File: src/rtl/display_scheduler.sv
// display_scheduler: latches four sensor readings, converts the shown pair
// to packed BCD with a double-dabble engine and rotates two display pages.
module display_scheduler #(
    parameter int unsigned DWELL_CYCLES = 50_000_000
) (
    input  logic        clk,
    input  logic        rst_n,
    input  logic [13:0] ch_data0,
    input  logic [13:0] ch_data1,
    input  logic [13:0] ch_data2,
    input  logic [13:0] ch_data3,
    input  logic [3:0]  ch_valid,
    input  logic        hold,
    input  logic        next_page,
    output logic [15:0] value1,
    output logic [15:0] value2,
    output logic        page,
    output logic        busy,
    output logic        upd
);
    localparam logic [13:0] SAT_MAX    = 14'd9999;
    localparam logic [31:0] DWELL_LAST = 32'(DWELL_CYCLES - 1);

    typedef enum logic [1:0] {IDLE, LOAD, CONV, COMMIT} state_t;

    state_t      state_q, state_d;
    logic [13:0] ch_data [4];
    logic [13:0] sh_q [4];
    logic [13:0] sh_d [4];
    logic [31:0] cnt_q, cnt_d;
    logic        pend_q, pend_d;
    logic        tgt_q, tgt_d;
    logic [13:0] bin_a_q, bin_a_d;
    logic [13:0] bin_b_q, bin_b_d;
    logic [15:0] bcd_a_q, bcd_a_d;
    logic [15:0] bcd_b_q, bcd_b_d;
    logic [3:0]  step_q, step_d;
    logic [15:0] value1_q, value1_d;
    logic [15:0] value2_q, value2_d;
    logic        page_q, page_d;
    logic        busy_q, busy_d;
    logic        upd_q, upd_d;
    logic        trig;

    assign ch_data[0] = ch_data0;
    assign ch_data[1] = ch_data1;
    assign ch_data[2] = ch_data2;
    assign ch_data[3] = ch_data3;

    // One double-dabble step: correct nibbles >= 5, then shift {bcd, bin}.
    function automatic logic [29:0] dabble_step(input logic [15:0] bcd,
                                                input logic [13:0] bin);
        logic [15:0] adj;
        adj = '0;
        for (int n = 0; n < 4; n++) begin
            if (bcd[4*n +: 4] >= 4'd5) begin
                adj[4*n +: 4] = bcd[4*n +: 4] + 4'd3;
            end else begin
                adj[4*n +: 4] = bcd[4*n +: 4];
            end
        end
        return {adj, bin} << 1;
    endfunction

    always_comb begin
        state_d  = state_q;
        sh_d     = sh_q;
        cnt_d    = cnt_q;
        pend_d   = pend_q;
        tgt_d    = tgt_q;
        bin_a_d  = bin_a_q;
        bin_b_d  = bin_b_q;
        bcd_a_d  = bcd_a_q;
        bcd_b_d  = bcd_b_q;
        step_d   = step_q;
        value1_d = value1_q;
        value2_d = value2_q;
        page_d   = page_q;
        busy_d   = busy_q;
        upd_d    = 1'b0;
        trig     = 1'b0;

        for (int i = 0; i < 4; i++) begin
            if (ch_valid[i]) begin
                sh_d[i] = (ch_data[i] > SAT_MAX) ? SAT_MAX : ch_data[i];
            end
        end

        if (state_q != IDLE && next_page) begin
            pend_d = 1'b1;
        end

        unique case (state_q)
            IDLE: begin
                trig = next_page | pend_q | (cnt_q == DWELL_LAST);
                if (trig) begin
                    tgt_d   = page_q ^ (next_page | pend_q | ~hold);
                    cnt_d   = '0;
                    pend_d  = 1'b0;
                    busy_d  = 1'b1;
                    state_d = LOAD;
                end else begin
                    cnt_d = cnt_q + 32'd1;
                end
            end
            LOAD: begin
                bin_a_d = sh_q[{tgt_q, 1'b0}];
                bin_b_d = sh_q[{tgt_q, 1'b1}];
                bcd_a_d = '0;
                bcd_b_d = '0;
                step_d  = '0;
                state_d = CONV;
            end
            CONV: begin
                {bcd_a_d, bin_a_d} = dabble_step(bcd_a_q, bin_a_q);
                {bcd_b_d, bin_b_d} = dabble_step(bcd_b_q, bin_b_q);
                step_d = step_q + 4'd1;
                if (step_q == 4'd13) begin
                    state_d = COMMIT;
                end
            end
            COMMIT: begin
                value1_d = bcd_a_q;
                value2_d = bcd_b_q;
                page_d   = tgt_q;
                upd_d    = 1'b1;
                busy_d   = 1'b0;
                state_d  = IDLE;
            end
            default: state_d = IDLE;
        endcase
    end

    always_ff @(posedge clk) begin
        if (!rst_n) begin
            state_q  <= IDLE;
            sh_q     <= '{default: '0};
            cnt_q    <= '0;
            pend_q   <= 1'b0;
            tgt_q    <= 1'b0;
            bin_a_q  <= '0;
            bin_b_q  <= '0;
            bcd_a_q  <= '0;
            bcd_b_q  <= '0;
            step_q   <= '0;
            value1_q <= '0;
            value2_q <= '0;
            page_q   <= 1'b0;
            busy_q   <= 1'b0;
            upd_q    <= 1'b0;
        end else begin
            state_q  <= state_d;
            sh_q     <= sh_d;
            cnt_q    <= cnt_d;
            pend_q   <= pend_d;
            tgt_q    <= tgt_d;
            bin_a_q  <= bin_a_d;
            bin_b_q  <= bin_b_d;
            bcd_a_q  <= bcd_a_d;
            bcd_b_q  <= bcd_b_d;
            step_q   <= step_d;
            value1_q <= value1_d;
            value2_q <= value2_d;
            page_q   <= page_d;
            busy_q   <= busy_d;
            upd_q    <= upd_d;
        end
    end

    assign value1 = value1_q;
    assign value2 = value2_q;
    assign page   = page_q;
    assign busy   = busy_q;
    assign upd    = upd_q;

endmodule

File: config.mk
export PLATFORM = sky130hd
export DESIGN_NAME = display_scheduler
export DESIGN_NICKNAME = d
export VERILOG_FILES = /design/src/rtl/display_scheduler.sv
export SDC_FILE = /design/constraint.sdc
export NUM_CORES = 1
export LEC_CHECK = 0
export BUFFER_PORTS_ARGS = -buffer_cell sky130_fd_sc_hd__buf_4
export CORE_AREA = 2 2 136 138
export DETAILED_ROUTE_END_ITERATION = 12
export DIE_AREA = 0 0 138 140
export PLACE_DENSITY = 0.69
export SKIP_LAST_GASP = 1
export SLEW_MARGIN = 0
export SYNTH_ARGS = -nofsm -noshare
export SYNTH_HDL_FRONTEND = slang
export SYNTH_SLANG_ARGS = --single-unit
File: constraint.sdc
create_clock -name clk -period 5.56 [get_ports clk]
set_clock_uncertainty 0.05 [all_clocks]
set_input_delay 0 -clock clk [delete_from_list [all_inputs] [get_ports clk]]
set_output_delay 0 -clock clk [all_outputs]
set_load 0.05 [all_outputs]
==> results of run 1 <==
[kinds of logic after synthesis]
kind of cell,after synthesis,share of synthesized area
adders and majority gates,22,0.0312
muxes,100,0.113
buffers and inverters,79,0.0363
and+or+nand+nor,331,0.216
xor gates and xnor gates,44,0.0436
AOI/OAI and AO/OA,158,0.127
DFF,191,0.433
[final cells by class]
type / instances / area, µm² / share of cell area
Clock buffer: 17 / 425 / 0.0374
Clock inverter: 15 / 148 / 0.0130
Inverter: 26 / 97.6 / 0.00857
Multi-Input combinational cell: 655 / 4690 / 0.412
Sequential cell: 191 / 3820 / 0.336
Tap cell: 229 / 287 / 0.0252
Timing Repair Buffer: 216 / 1910 / 0.168
[state kept, by name (all words and copies together), names as in the netlist, 2 cells and up]
| register | count |
|---|---|
| sh_q | 56 |
| cnt_q | 32 |
| bcd_a_q | 16 |
| bcd_b_q | 16 |
| value1 | 16 |
| value2 | 16 |
| bin_a_q | 14 |
| bin_b_q | 14 |
| step_q | 4 |
| state_q | 2 |
[layout by cell type (no fill, tap or decap), drive strengths merged, types with 10 or more instances in the layout]
cell and instances:
dfxtp 191, nor2b 124, dlygate4sd3 116, mux2i 100, buf 100, nand2 57
o21ai 43, nor2 43, inv 34, a21oi 33, o221a 29, and2 28
xor2 24, ha 22, nand3 21, xnor2 20, clkbuf 17, nand2b 11
o22ai 10, nand4 10, nor4 10
[per-stage QoR]
step	hold WS, ns	area, µm²
floorplan	0.111	8830
finish	0.0706	11400
global route	0.0903	11400
CTS	0.0649	11400
detailed placement	0.216	9650
global placement	0.209	9650
[report_power, final]
part | total (µW) | switching [µW] | internal [µW]
Combinational | 750 | 401 | 349
Sequential | 1530 | 83.1 | 1450
Clock | 1200 | 568 | 631
[per-layer routing]
layer,part of all wire,wire [µm],up-vias
met1,0.48,9270,3301
met3,0.033,637,23
met2,0.47,9180,133
met5,0,0,-
met4,0.015,289,0
li1,-,-,3594
[path summary, 6_finish.rpt]
path,slack [ns],cells past startpoint,to
hold / removal,0.07,2,value1[7]$_SDFFE_PN0P_
hold reg to reg,0.45,2,cnt_q[1]$_SDFFE_PN0P_
setup reg to reg,2.47,7,step_q[2]$_SDFFE_PN0P_
setup / recovery,2.47,7,step_q[2]$_SDFFE_PN0P_
[repair_timing]
item | in CTS | in global routing
hold buffers | 116 | 0
endpoints found under the hold margin | 60 | 0
buffers inserted | 0 | 0
[worst register-to-register path, cell delays in order, from the launching register on]
cell	delay, ns
dfxtp_1	0.33
inv_1	0.08
ha_2	0.77
inv_1	0.44
nor2_1	0.97
nand2_1	0.10
o21ai_0	0.16
and2_1	0.13
==> run metrics, run 1 <==
num ports 99; Worst setup EP type flip-flop; fin nets ~1200; CP max stage delay 0.97 ns; Max clock buf depth 2; Num CTS Buffers 17; Mapped Area a little under 0.009 mm²; antenna violations before repair 0; CTS tree built; placed cell count approximately 1200; final period utilization 0.555; routed vias/inst roughly 5.2; die width between 100 and 150 µm; Crit path max-delay family simple AND/OR/NAND/NOR gates; GRT met1 Usage 0.265; max-cap violations 0; Slew Limit Headroom 0.244; Core ar. roughly 0.018 mm²; IO Port Bufs 98; via count ~7100; Routed WL about 19000 µm; drt drc 0; Total GRT Usage 0.202; routability cong. roughly 0.78; CP Cell Sequence inv_1 -> ha_2 -> inv_1 -> nor2_1 -> nand2_1 -> o21ai_0 -> and2_1; pwr dens ~300 mW/mm²; Crit Path Max Fanout between 50 and 60; H-tree levels 4; final setup TNS 0 ns; Post-Syn Area per Cell 9.55 µm²; CTS resizes 0; Ys Warns 0; kind of critical path flip-flop to flip-flop; Final Util 0.641; remaining antenna violation count after routing 0; leading area contributor after synthesis dfxtp_1; CTS sink cnt about 190; most used cell, CP inv_1; Worst Setup SP state_q[0]$_SDFFE_PN0P_; top-area cell type share of the netlist area 0.433; GR Overflow Total 0; Max IR drop VDD 259 µV; Required @ worst endpoint around 5.9 ns; DR iter-0 viols roughly 420; EDFF count, synth 0; Filler cells 1412; RSZ-0062 raised after global routing false; Synth-to-Final Area Change 29.0%; outcome finished clean; met3 Use GR 0.0345; Routed WL per cell around 14 µm; antenna cells 0; Synth area leaders dfxtp_1, mux2i_1, nor2b_1; fin cells between 1000 and 1500; max frequency between 300 and 400 MHz; Worst-Margin Slew ~1.1 ns; largest net degree at the start of global routing 96; Post-synth top cells dfxtp_1, nor2b_1, mux2i_1, nand2_1, o21ai_0; worst hold path startpoint rst_n; pre-CTS setup slack 2.47 ns; top_reg_cell synth dfxtp_1; Chip Height approximately 140 µm; # rows around 50; Reg clk slew, reported paths about 0.070 ns; CP Data Arrival Time between 3 and 4 ns; Setup-failing EPs final 0; critical path startpoint category flip-flop; Post-Synthesis Cells roughly 930; Yosys cell types 48; cell chosen for the clock root clkbuf_16; Worst R2R Start state_q[0]$_SDFFE_PN0P_; Post-synth ARST share 0; vias in the first global route 6880; layout cell share with drive strength beyond 1 0.155; GR peak layer met2; worst hold path type input port to flip-flop; Syn Nets 1011; drt first pass iters 4; Tot Pwr roughly 3500 µW; synthesized flop and latch total 191; Initial Util 0.497; Period minus WS final 3.09 ns; Worst-Skew Late Latency 0.44 ns; die area 0.0193 mm²; count leader, synth dfxtp_1; fin. max-slew vios 0; static leakage approximately 0.0043 µW; CP bufs+invs 2; post-route worst setup slack about 2.5 ns; CP max stage cell nor2_1; DP Wirelength between 10000 and 15000 µm; GRT met2 Usage 0.338; Seq/Total Area, Yosys 0.433; first-pass GRT wire length approximately 33000 µm; final hold vios 0
No activity file was read; power rests on OpenSTA's default activity.
==> inputs of run 2 (changes only) <==
ABC_AREA = 1   (was unset)
CORE_AREA = 2 2 135 137   (was 2 2 136 138)
DIE_AREA = 0 0 137 139   (was 0 0 138 140)
clock period = 3.1 ns   (was 5.56 ns; I/O delays follow)
==> run 2 against run 1 <==
  * Critical path depth is 2 higher
  * Clock power grew 75%
  * Die area down 1.4%
  * Largest power group unchanged
  * Largest cell class unchanged
  * Flip-flop and latch count unchanged
  * Routed wire length is 12% higher
==> run metrics, run 2 <==
outcome finished clean; final hold vios 0; Worst-Margin Slew 1.04 ns; static leakage 0.00448 µW; Filler cells approximately 1500; Slew Limit Headroom 0.306; drt drc 0; Post-DP Area 0.00945 mm²; critical path startpoint category input port; Num CTS Buffers 17; Post-synth ARST share 0; kind of critical path input port to flip-flop; fin. max-slew vios 0; max reg flops 56; antenna cells 0; Routed WL about 22000 µm; Seq. cell area 0.00382 mm²; routed vias/inst 5.15; Total GRT Usage 0.232; cts hold-fix bufs roughly 120; Finished Cell Area approximately 0.011 mm²; Required @ worst endpoint 3.43 ns; via count between 8000 and 9000; synthesized flop and latch total around 190; CTS tree built; routability cong. between 0.8 and 0.9; Post-Synthesis Cells ~1200; max frequency between 400 and 500 MHz; worst hold path type input port to flip-flop; most common cell after layout, fill and taps aside nand2_1; CTS sink cnt approximately 190; first-pass GRT wire length roughly 37000 µm; final period utilization 0.767; final setup TNS 0 ns; IO Port Bufs a little under 100; remaining antenna violation count after routing 0; Routed WL per cell around 13 µm; Post-Syn Area per Cell 7.17 µm²; Synth-to-Final Area Change 30.6%; Final Util 0.636; CTS resizes 0; Mapped Area 0.00860 mm²; Crit Path Max Fanout 12; Period minus WS final 2.38 ns; CP Data Arrival Time between 2 and 3 ns; Max clock buf depth 2; die width about 140 µm; DR iter-0 viols between 500 and 600; # rows around 50; Seq/Total Area, Yosys 0.445; die area ~0.019 mm²; GR Overflow Total 0; largest registers sh_q x56, cnt_q x32; largest net degree at the start of global routing 74; antenna violations before repair 0; Setup-failing EPs final 0; Syn Nets 1285; RSZ-0062 raised after global routing false; top-area cell type share of the netlist area 0.445; drt first pass iters 6; GRT met1 Usage 0.302; fin nets roughly 1500; layout cell share with drive strength beyond 1 0.113; Tot Pwr between 6000 and 7000 µW; max-cap violations 0; Worst setup EP type flip-flop; Fin Hold WS 0.00514 ns; DP Wirelength 13000 µm; Synth area leaders dfxtp_1, nand2_1, o21ai_0; top_reg_cell synth dfxtp_1; Reg clk slew, reported paths approximately 0.06 ns; Yosys cell types 35; leading area contributor after synthesis dfxtp_1; count leader, synth nand2_1; Core ar. about 0.018 mm²; Largest Register sh_q; H-tree levels 4; GR peak layer met2; met3 Use GR 0.0384; Ys Warns 0; vias in the first global route 7793; most frequent cells in the layout nand2_1, dfxtp_1, nor2_1, o21ai_0, a21oi_1; Post-synth top cells nand2_1, dfxtp_1, nor2_1, o21ai_0, a21oi_1; EDFF count, synth 0; Initial Util 0.487; multi-input logic area slightly above 0.004 mm²; pwr dens a little over 600 mW/mm²; num ports between 90 and 100; setup bufs post-CTS 0; Worst-Skew Late Latency between 0.4 and 0.5 ns; cell chosen for the clock root clkbuf_16; Chip Height roughly 140 µm; Max IR drop VDD 525 µV; GRT met2 Usage 0.387
[run 2: cell types whose count changed after synthesis, sizes merged, moves of 18 or more]
| cell | before | now |
|---|---|---|
| o21ai | 43 | 139 |
| mux2i | 100 | 0 |
| nor2 | 43 | 177 |
| inv | 26 | 93 |
| xnor2 | 20 | 2 |
| nor2b | 124 | 0 |
| a31oi | 1 | 26 |
| nand3 | 21 | 53 |
| o221a | 29 | 0 |
| and2 | 28 | 0 |
| nand2 | 57 | 221 |
| a21oi | 33 | 136 |
[run 2: final timing paths]
kind,from,endpoint,slack (ns),depth (start not counted)
max,ch_data2[12],sh_q[19]$_SDFFE_PN0P_,0.72,9
min,hold,tgt_q$_SDFFE_PN0P_,0.005,6
max reg2reg,state_q[1]$_SDFFE_PN0P_,bin_a_q[8]$_SDFFE_PN0P_,0.88,7
min reg2reg,sh_q[13]$_SDFFE_PN0P_,sh_q[13]$_SDFFE_PN0P_,0.41,2
[run 2: cells by family after synthesis]
logic type | after synthesis | share of synthesized area
compound gates | 311 | 0.188
xor+xnor | 23 | 0.0234
fa+ha+maj | 22 | 0.0320
buf+inv | 157 | 0.0719
flops | 191 | 0.445
simple gates | 495 | 0.240
[run 2: per-layer routing]
metal / share of wire / wire [µm] / vias to the layer above
li1: - / - / 4317
met1: 0.46 / 10000 / 3837
met2: 0.48 / 10500 / 180
met3: 0.034 / 739 / 35
met4: 0.020 / 430 / 0
met5: 0 / 0 / -
[run 2: cell type report]
| cell class | count | area share |
|---|---|---|
| Multi-Input combinational cell | 851 | 0.370 |
| Sequential cell | 191 | 0.341 |
| Timing Repair Buffer | 230 | 0.182 |
| Clock buffer | 21 | 0.0410 |
| Inverter | 96 | 0.0321 |
| Tap cell | 229 | 0.0255 |
| Clock inverter | 6 | 0.00791 |
[run 2: per-stage QoR]
stage          cells  setup WS (ns)
6_report        1624          0.723
5_1_grt         1624          0.586
4_1_cts         1624          0.849
3_5_place_dp    1474          0.909
3_3_place_gp    1474           1.03
2_1_floorplan   1199           1.42
[run 2: where the power goes]
group / internal, µW / switching, µW
combinational: 636 / 1310
clock: 1210 / 892
sequential: 2760 / 169
[run 2: critical path: stages]
cell,delay [ns]
dlygate4sd3_1,0.54
buf_4,0.14
or2_2,0.29
o21ai_0,0.17
buf_4,0.21
nand2_1,0.08
dlygate4sd3_1,0.57
a21oi_1,0.13
dlygate4sd3_1,0.57
==> inputs of run 3 (changes only) <==
ABC_AREA = 0   (was 1)
CORE_AREA = 2 2 136 138   (was 2 2 135 137)
DIE_AREA = 0 0 138 140   (was 0 0 137 139)
clock period = 2.3 ns   (was 3.1 ns; I/O delays follow)
==> run 3 against run 2 <==
  * Via count decreased by 15%
  * Non-clock buffer count is the same
  * Largest power group unchanged
  * Combinational power up 7%
  * Sequential share of layout area fell by 0.80 points
  * Power grew 21%
  * Worst setup slack got worse by 0.53 ns
  * Largest cell class unchanged
==> run metrics, run 3 (same netlist as run 1, synthesis figures left out) <==
FF-to-FF End cnt_q[20]$_SDFFE_PN0P_; final setup TNS 0 ns; fin nets 1207; remaining antenna violation count after routing 0; DR iter-0 viols about 470; most common cell after layout, fill and taps aside dfxtp_1; placed cell count roughly 1200; Worst R2R Path Depth 7; final hold vios 0; fin. max-slew vios 0; cell chosen for the clock root clkbuf_16; final period utilization 0.915; most frequent cells in the layout dfxtp_1, nor2b_1, buf_4, dlygate4sd3_1, mux2i_1; routability cong. roughly 0.8; CP max stage delay 0.62 ns; Routed WL per cell approximately 15 µm; drt first pass iters 4; Required @ worst endpoint around 2.6 ns; static leakage approximately 0.0044 µW; Max clock buf depth 2; critical path depth 7; DR top layer met4; Crit Path Max Fanout 16; Num CTS Buffers 17; Initial Util 0.497; layout cell share with drive strength beyond 1 0.169; antenna cells 0; Total GRT Usage 0.204; multi-input logic area 0.00469 mm²; drt drc 0; CTS sink cnt about 190; met3 wire len 593 µm; largest registers sh_q x56, cnt_q x32; Setup-failing EPs final 0; first-pass GRT wire length around 33000 µm; Fin Hold WS 0.0140 ns; Seq. cell area approximately 0.0038 mm²; max reg flops between 50 and 60; worst hold path type input port to flip-flop; Worst R2R Start state_q[0]$_SDFFE_PN0P_; num ports slightly below 100; RSZ-0062 raised after global routing false; pwr dens between 700 and 800 mW/mm²; Setup crit end cnt_q[20]$_SDFFE_PN0P_; max-cap violations 0; critical path startpoint category flip-flop; Worst-Skew Late Latency between 0.4 and 0.5 ns; outcome finished clean; CP max stage cell or4_1; max frequency between 400 and 500 MHz; DP Wirelength roughly 12000 µm; fin cells 1363; GR Overflow Total 0; Synth-to-Final Area Change 30.2%; routed wl met2 9530 µm; CP Data Arrival Time about 2.4 ns; Chip Height roughly 140 µm; routed vias/inst ~5.2; Reg clk slew, reported paths 0.07 ns; die area a little under 0.02 mm²; flop2flop setup slack 0.20 ns; Finished Cell Area 0.0115 mm²; Routed WL 19900 µm; vias in the first global route 6969; via count slightly above 7000; CP Cell Sequence inv_1 -> ha_2 -> nand3_1 -> or4_1 -> nor4_4 -> xnor2_1 -> nor2_2; CP bufs+invs 1; Worst Setup SP state_q[0]$_SDFFE_PN0P_; # rows 49; Post-DP Area roughly 0.0098 mm²; Period minus WS final 2.10 ns; Largest Register sh_q; die width between 100 and 150 µm; Worst-Margin Slew approximately 0.51 ns; Slew Limit Headroom 0.655; IO Port Bufs a little under 100; largest net degree at the start of global routing 57; Core ar. between 0.015 and 0.02 mm²; Metal-1 WL roughly 9500 µm; H-tree levels 4; Filler cells around 1400; Worst setup EP type flip-flop; kind of critical path flip-flop to flip-flop; antenna violations before repair 0; Max IR drop VDD around 760 µV; CTS tree built; Crit path max-delay family simple AND/OR/NAND/NOR gates
## run 3: changes by cell type in the layout (fill, tap and decap cells not counted), moves of 96 or more
cell and change:
nor2b_1 +124, o21ai_0 -96, a21oi_1 -103, nand2_1 -159, nor2_1 -130, mux2i_1 +100
## run 3: how the worst min path moves through the flow
stage	startpoint	end	slack (ns)	cells past startpoint
after floorplan	ch_data1[4]	sh_q[32]$_SDFFE_PN0P_	0.11	2
after global placement	ch_data0[6]	sh_q[48]$_SDFFE_PN0P_	0.21	3
after detailed placement	ch_data2[6]	sh_q[20]$_SDFFE_PN0P_	0.22	3
after CTS	ch_valid[1]	sh_q[32]$_SDFFE_PN0P_	0.0005	4
after global routing	ch_valid[1]	sh_q[32]$_SDFFE_PN0P_	0.02	4
final	ch_valid[2]	sh_q[21]$_SDFFE_PN0P_	0.01	4
## run 3: stage by stage
stage	power (µW)	setup WS (ns)	utilization
floorplan	5020	0.398	-
global placement	5560	0.235	0.553
detailed placement	5580	0.191	0.553
CTS	8490	0.146	0.647
global route	8840	0.0247	0.647
finish	8460	0.196	0.647
## run 3: power breakdown
| group | internal (µW) | switching, µW | leakage (µW) |
|---|---|---|---|
| Sequential | 3500 | 132 | 0.00155 |
| Clock | 1480 | 1290 | 0.000270 |
| Combinational | 959 | 1110 | 0.00256 |
| Total | 5940 | 2530 | 0.00438 |
## run 3: timing repair
| item | 4_1_cts | 5_1_grt |
|---|---|---|
| setup endpoints to repair | 0 | 3 |
| setup buffers | 0 | 0 |
| hold buffers | 111 | 0 |
| endpoints found under the hold margin | 58 | 0 |
| gates resized for setup | 0 | 1 |
## run 3: area by class of cell
cell class	instances	share of cell area
Clock buffer	21	0.0409
Timing Repair Buffer	230	0.178
Inverter	26	0.00849
Tap cell	229	0.0249
Sequential cell	191	0.333
Multi-Input combinational cell	655	0.408
Clock inverter	11	0.00718
## run 3: worst reg2reg max path, stage by stage, from the launching register on
cell     delay (ns)
dfxtp_1        0.33
inv_1          0.09
ha_2           0.34
nand3_1        0.16
or4_1          0.62
nor4_4         0.22
xnor2_1        0.16
nor2_2         0.04
## run 3: routing by layer
layer	global-route usage	vias to the layer above
li1	-	3621
met2	0.350	128
met4	0.0548	0
met3	0.0356	16
met1	0.266	3309
met5	0	-
